`src/rtl/present_decrypt_pkg.sv`:
```
// Shared constants, S-box tables and FSM encoding for the PRESENT-80 decryptor.
package present_pkg;

  localparam int ROUNDS  = 31;
  localparam int KEY_W   = 80;
  localparam int BLOCK_W = 64;

  typedef enum logic [1:0] {
    ST_IDLE    = 2'd0,
    ST_KEYEXP  = 2'd1,
    ST_DECRYPT = 2'd2,
    ST_DONE    = 2'd3
  } state_e;

  // Forward S-box; used only by the key schedule.
  localparam logic [3:0] SBOX [0:15] = '{
    4'hC, 4'h5, 4'h6, 4'hB, 4'h9, 4'h0, 4'hA, 4'hD,
    4'h3, 4'hE, 4'hF, 4'h8, 4'h4, 4'h7, 4'h1, 4'h2
  };

  localparam logic [3:0] INV_SBOX [0:15] = '{
    4'h5, 4'hE, 4'hF, 4'h8, 4'hC, 4'h1, 4'h2, 4'hD,
    4'hB, 4'h4, 4'h6, 4'h3, 4'h0, 4'h7, 4'h9, 4'hA
  };

endpackage

```
`src/rtl/present_decrypt_if.sv`:
```
// Request/response bundle of the decryptor: start + key/ciphertext in,
// plaintext + status out.
interface present_decrypt_if;
  import present_pkg::*;

  logic               start_i;
  logic [KEY_W-1:0]   key_i;
  logic [BLOCK_W-1:0] data_i;
  logic [BLOCK_W-1:0] data_o;
  logic               busy_o;
  logic               valid_o;

  modport master (output start_i, key_i, data_i, input data_o, busy_o, valid_o);
  modport slave  (input start_i, key_i, data_i, output data_o, busy_o, valid_o);
endinterface

```
`src/rtl/present_decrypt_inv_sub_per.sv`:
```
// Inverse PRESENT round layer: undo the bit permutation, then the S-box layer.
module inv_sub_per
  import present_pkg::*;
(
  input  logic [BLOCK_W-1:0] din,
  output logic [BLOCK_W-1:0] dout
);

  logic [BLOCK_W-1:0] perm;

  // Bit j moves to (4*j) mod 63; bit 63 stays put.
  for (genvar j = 0; j < BLOCK_W - 1; j++) begin : g_perm
    assign perm[(4*j) % 63] = din[j];
  end
  assign perm[BLOCK_W-1] = din[BLOCK_W-1];

  for (genvar n = 0; n < BLOCK_W / 4; n++) begin : g_sbox
    assign dout[4*n +: 4] = INV_SBOX[perm[4*n +: 4]];
  end

endmodule

```
`src/rtl/present_decrypt.sv`:
```
// PRESENT-80 decryptor. The user key is first run forward to K32 (31 cycles),
// then the rounds are undone one per cycle while the key schedule is walked
// back down to K1 (31 cycles).
module present_decrypt
  import present_pkg::*;
(
  input  logic              clk_i,
  input  logic              rst_i,
  present_decrypt_if.slave  bus
);

  localparam logic [4:0] LAST_RND = 5'(ROUNDS);

  state_e             state_q, state_d;
  logic [4:0]         rnd_q, rnd_d;
  logic [KEY_W-1:0]   key_q, key_d;
  logic [BLOCK_W-1:0] data_q, data_d;

  logic [KEY_W-1:0]   key_rot, key_fwd, key_x, key_inv;
  logic [BLOCK_W-1:0] isp_out;

  // Forward key update: rotate left 61, S-box top nibble, mix in round count.
  always_comb begin
    key_rot           = {key_q[18:0], key_q[79:19]};
    key_fwd           = key_rot;
    key_fwd[79:76]    = SBOX[key_rot[79:76]];
    key_fwd[19:15]    = key_rot[19:15] ^ rnd_q;
  end

  // Inverse key update: the forward steps undone in reverse order.
  always_comb begin
    key_x          = key_q;
    key_x[19:15]   = key_q[19:15] ^ rnd_q;
    key_x[79:76]   = INV_SBOX[key_q[79:76]];
    key_inv        = {key_x[60:0], key_x[79:61]};
  end

  inv_sub_per u_isp (
    .din  (data_q),
    .dout (isp_out)
  );

  // Next-state logic: capture, key expansion, decryption rounds, hold result.
  always_comb begin
    state_d = state_q;
    rnd_d   = rnd_q;
    key_d   = key_q;
    data_d  = data_q;
    unique case (state_q)
      ST_IDLE, ST_DONE: begin
        if (bus.start_i) begin
          key_d   = bus.key_i;
          data_d  = bus.data_i;
          rnd_d   = 5'd1;
          state_d = ST_KEYEXP;
        end
      end
      ST_KEYEXP: begin
        key_d = key_fwd;
        if (rnd_q == LAST_RND) begin
          // key_fwd is K32 here: apply the final whitening key first.
          data_d  = data_q ^ key_fwd[79:16];
          state_d = ST_DECRYPT;
        end else begin
          rnd_d = rnd_q + 5'd1;
        end
      end
      ST_DECRYPT: begin
        key_d  = key_inv;
        data_d = isp_out ^ key_inv[79:16];
        rnd_d  = rnd_q - 5'd1;
        if (rnd_q == 5'd1) state_d = ST_DONE;
      end
      default: state_d = ST_IDLE;
    endcase
  end

  // State registers with synchronous reset.
  always_ff @(posedge clk_i) begin
    if (rst_i) begin
      state_q <= ST_IDLE;
      rnd_q   <= '0;
      key_q   <= '0;
      data_q  <= '0;
    end else begin
      state_q <= state_d;
      rnd_q   <= rnd_d;
      key_q   <= key_d;
      data_q  <= data_d;
    end
  end

  assign bus.busy_o  = (state_q == ST_KEYEXP) || (state_q == ST_DECRYPT);
  assign bus.valid_o = (state_q == ST_DONE);
  assign bus.data_o  = (state_q == ST_DONE) ? data_q : '0;

endmodule

```
`src/flat_wrapper.sv`:
```
// flat-port wrapper written by rule: the top's interface ports become plain ports
module present_decrypt_flat import present_pkg::*;
  (clk_i, rst_i, bus_start_i, bus_key_i, bus_data_i, bus_data_o, bus_busy_o, bus_valid_o);
  present_decrypt_if bus_i ();
  input  logic clk_i;
  input  logic rst_i;
  input wire logic [$bits(bus_i.start_i)-1:0] bus_start_i;
  input wire logic [$bits(bus_i.key_i)-1:0] bus_key_i;
  input wire logic [$bits(bus_i.data_i)-1:0] bus_data_i;
  output wire logic [$bits(bus_i.data_o)-1:0] bus_data_o;
  output wire logic [$bits(bus_i.busy_o)-1:0] bus_busy_o;
  output wire logic [$bits(bus_i.valid_o)-1:0] bus_valid_o;
  assign bus_i.start_i = bus_start_i;
  assign bus_i.key_i = bus_key_i;
  assign bus_i.data_i = bus_data_i;
  assign bus_data_o = bus_i.data_o;
  assign bus_busy_o = bus_i.busy_o;
  assign bus_valid_o = bus_i.valid_o;
  present_decrypt u_core (.clk_i(clk_i), .rst_i(rst_i), .bus(bus_i));
endmodule
```
`config.mk`:
```
export PLATFORM = sky130hd
export DESIGN_NAME = present_decrypt_flat
export DESIGN_NICKNAME = d
export VERILOG_FILES = /design/src/rtl/present_decrypt_pkg.sv /design/src/rtl/present_decrypt_if.sv /design/src/rtl/present_decrypt_inv_sub_per.sv /design/src/rtl/present_decrypt.sv /design/src/flat_wrapper.sv
export SDC_FILE = /design/constraint.sdc
export NUM_CORES = 1
export LEC_CHECK = 0
export CORE_UTILIZATION = 55
export CTS_BUF_LIST = sky130_fd_sc_hd__clkbuf_4 sky130_fd_sc_hd__clkbuf_8 sky130_fd_sc_hd__clkbuf_16
export CTS_CLUSTER_DIAMETER = 120
export DETAILED_ROUTE_END_ITERATION = 12
export PLACE_DENSITY_LB_ADDON = 0.3
export SYNTH_ARGS = -nofsm -noshare
export SYNTH_HDL_FRONTEND = slang
export SYNTH_SLANG_ARGS = --single-unit
```
`constraint.sdc`:
```
create_clock -name clk_i -period 2.62 [get_ports clk_i]
set_input_delay 0.393 -clock clk_i [delete_from_list [all_inputs] [get_ports clk_i]]
set_output_delay 0.393 -clock clk_i [all_outputs]
set_load 0.02 [all_outputs]
```
==> out/metrics.yaml <==
worst_setup_path:
  reg2reg_depth: 6
  crit_fanout: 25
  worst-path-buf-inv: 2
  rr_endpoint: "u_core.data_q[25]$_SDFFE_PP0P_"
  setup.worst_path.end_class: "primary output"
  reg2reg_from: "u_core.data_q[6]$_SDFFE_PP0P_"
  cp.required_ns: 2.23
  crit_family: "buffers and inverters"
  critPathSlowestCell: "clkdlybuf4s50_1"
  path_cells: "ha_4 -> buf_4 -> and2_1 -> clkdlybuf4s50_1"
  reg2reg_setup_slack_ns: 0.15
  cp_slowest_stage_delay_ns: 0.60
  worstPathArrival_ns: 2.11
  start_kind: "register"
  crit_type: "reg -> out"
sta:
  fin_crit_ns: 2.50
  finalSetupTns_ns: 0
  tightest_slew_ns: 0.657
  slew_viol_final: 0
  hold_viol_final: 0
  slew_headroom: 0.562
  fin_skew_ns: 0.0102
  rsz0062_at_grt: "no"
  setup_viol: 0
  fin_crit_sh: 0.955
  fmaxAchievable_mhz: 400
  timing.hold.ws_ns: 0.440
drt:
  antenna_left: 0
  wl_um: 46900
  dr.pass1.iters: 6
  wl_per_cell_um: 24.3
  drt-initial-drc-count: 1729
  drc_errors: 0
  num_vias: 12800
  vias_per_cell: 6.62
run_status:
  status: "completed"
global_routing:
  grt_max_degree: 160
  antenna_found_initial: 1
  overflow: 0
  grt_pass1_vias: 11700
  globalRouteTotalUtil: 0.383
  grt_pass1_wl_um: 70100
floorplan:
  die_h_um: 156
  io-pin-count: 213
  start_util: 0.558
  die_width_um: 156
  die_area_mm2: 0.0244
  core-area_mm2: 0.0234
  num_rows: 56
placed_design:
  placed_area_mm2: 0.0155
  io_buffers: 212
  dpl.hpwl_um: 34500
  gp_congestion: 0.985
cts:
  root_buffer: "clkbuf_16"
  clockBufferDepth: 2
  cts_hold_buf: 0
  tritoncts: "done"
  numCtsBuffers: 17
  clk_pin_slew_ns: 0.06
  cts_num_sinks: 151
  clk_latency_ns: 0.44
  cts_htree_levels: 4
yosys:
  synth_ff_type: "dfxtp_1"
  syn_inst: 1461
  ys_types: 50
  async_flop_share: 0
  synth.top_cells.by_count: "dfxtp_1 (151), a221oi_1 (125), ha_1 (121)"
  synth-seq-cells: 151
  synth-seq-area-share: 0.231
  synth_most_common_cell: "dfxtp_1"
  yosysWarningCount: 0
  syn_area_mm2: 0.0131
  yosysTopAreaCellShare: 0.231
  synth_area_leaders: "dfxtp_1 (23%), ha_1 (12%), a221oi_1 (8.4%)"
  synth_top_cell_by_area: "dfxtp_1"
  synth_area_per_cell_um2: 8.94
  synth-edff-count: 0
  synth_fp_nets: 1729
finish:
  layout.nets: 1863
  drive_above_1_share: 0.0933
  fin_area_mm2: 0.0161
  final_util: 0.686
  insertedDiodeCount: 0
  n_fill_cell: 1873
  syn2layout_area_growth_pct: 23.0
run:
  max_cap_viol_count: 0
power_and_ir_drop:
  power_uw: 22500
  power_density_mw_per_mm2: 1400
  p_leak_uw: 0.00655
  ir_drop_mv: 1.52
hold_path:
  min-delay-start: "rst_i"
  hold_depth: 2
  hold_class: "in -> reg"
  hold_path_end: "u_core.rnd_q[3]$_SDFFE_PP0P_"
==> registers in the layout, summed over array words and instances, names as in the netlist <==
signal	flops
u_core.key_q	80
u_core.data_q	64
u_core.rnd_q	5
u_core.state_q	2
==> metrics by stage <==
stage / setup WS (ns) / instances
detailed placement: 0.226 / 1895
finish: 0.118 / 1927
floorplan: 0.616 / 1461
CTS: 0.0665 / 1927
global placement: 0.275 / 1895
global route: 0.0526 / 1927
==> layout by cell type (no fill, tap or decap), types with 3 or more instances in the layout <==
master,n
xnor2_1,40
xor2_1,96
mux4_1,4
nor3b_1,5
nand3_1,3
clkinv_2,3
ha_4,3
nor3_1,54
a21oi_1,51
nand2b_1,3
a221oi_1,125
nor2_1,39
dfxtp_1,149
mux4_2,30
a211oi_1,96
clkdlybuf4s50_1,209
buf_12,9
clkbuf_16,17
o32ai_1,3
o21ai_0,75
buf_4,46
ha_1,118
mux2_2,17
inv_1,79
o21bai_1,8
inv_6,5
or3_1,55
nand2_1,26
o21ai_1,3
mux2i_1,106
a22oi_1,17
a22o_1,4
a22oi_2,4
and2_1,69
o21a_1,4
==> routing by layer <==
metal  GRT usage  part of all wire  vias to the layer above  wire length, um
li1            -                 -                     5670                -
met1       0.512              0.40                     6165            18600
met2       0.579              0.43                      774            20400
met3      0.0769              0.11                      157             5190
met4       0.201             0.058                        0             2710
met5           0                 0                        -                0
==> cell type report <==
type                       count  area (um2)  area share
sequential                   151        3030       0.188
multi-input combinational   1081        9130       0.568
inverter                      79         297      0.0185
clock inverter                15         166      0.0104
timing repair buffer         265        2630       0.163
clock buffer                  17         425      0.0265
tap                          319         399      0.0248
==> worst reg2reg max path, stage by stage (launching register included) <==
cell	delay, ns
dfxtp_1	0.57
inv_1	0.18
ha_1	0.42
mux4_2	0.49
xor2_1	0.16
a221oi_1	0.44
nor3_1	0.08
==> cells by family (layout without fill, tap and decap cells) <==
family,Yosys count,in the layout,share of synthesized area
buffers and inverters,229,376,0.0731
AO/OA/AOI/OAI,400,400,0.221
XOR/XNOR,136,136,0.0912
multiplexers,157,157,0.156
flip-flops,151,151,0.231
AND/OR/NAND/NOR,267,267,0.112
adder cells (fa/ha/maj),121,121,0.116
==> worst max-delay path by stage <==
| stage | start | endpoint | slack [ns] | depth (start not counted) |
|---|---|---|---|---|
| 6_report | u_core.state_q[0]$_SDFFE_PP0P_ | bus_data_o[0] | 0.12 | 4 |
| 5_1_grt | u_core.state_q[0]$_SDFFE_PP0P_ | bus_data_o[2] | 0.05 | 4 |
| 4_1_cts | u_core.state_q[1]$_SDFFE_PP0P_ | bus_data_o[0] | 0.07 | 4 |
| 3_5_place_dp | u_core.data_q[6]$_SDFFE_PP0P_ | u_core.data_q[25]$_SDFFE_PP0P_ | 0.23 | 6 |
| 3_3_place_gp | u_core.data_q[6]$_SDFFE_PP0P_ | u_core.data_q[25]$_SDFFE_PP0P_ | 0.27 | 6 |
| 2_1_floorplan | u_core.data_q[6]$_SDFFE_PP0P_ | u_core.data_q[27]$_SDFFE_PP0P_ | 0.62 | 7 |
==> report_power, final <==
part / internal [uW] / leakage, uW / switching, uW / total [uW]
clock network: 1430 / 0.000293 / 1130 / 2560
logic: 6150 / 0.00500 / 7960 / 14100
registers: 3340 / 0.00125 / 2540 / 5880
total: 10900 / 0.00655 / 11600 / 22500
==> repair_timing <==
| item | 4_1_cts | 5_1_grt |
|---|---|---|
| setup buffers | 0 | 0 |
| endpoints found under the hold margin | 0 | 0 |
| pin swaps | 0 | 0 |
| endpoints found under the setup margin | 51 | 4 |
| gates resized for setup | 3 | 1 |
No activity file was read; power rests on OpenSTA's default activity.
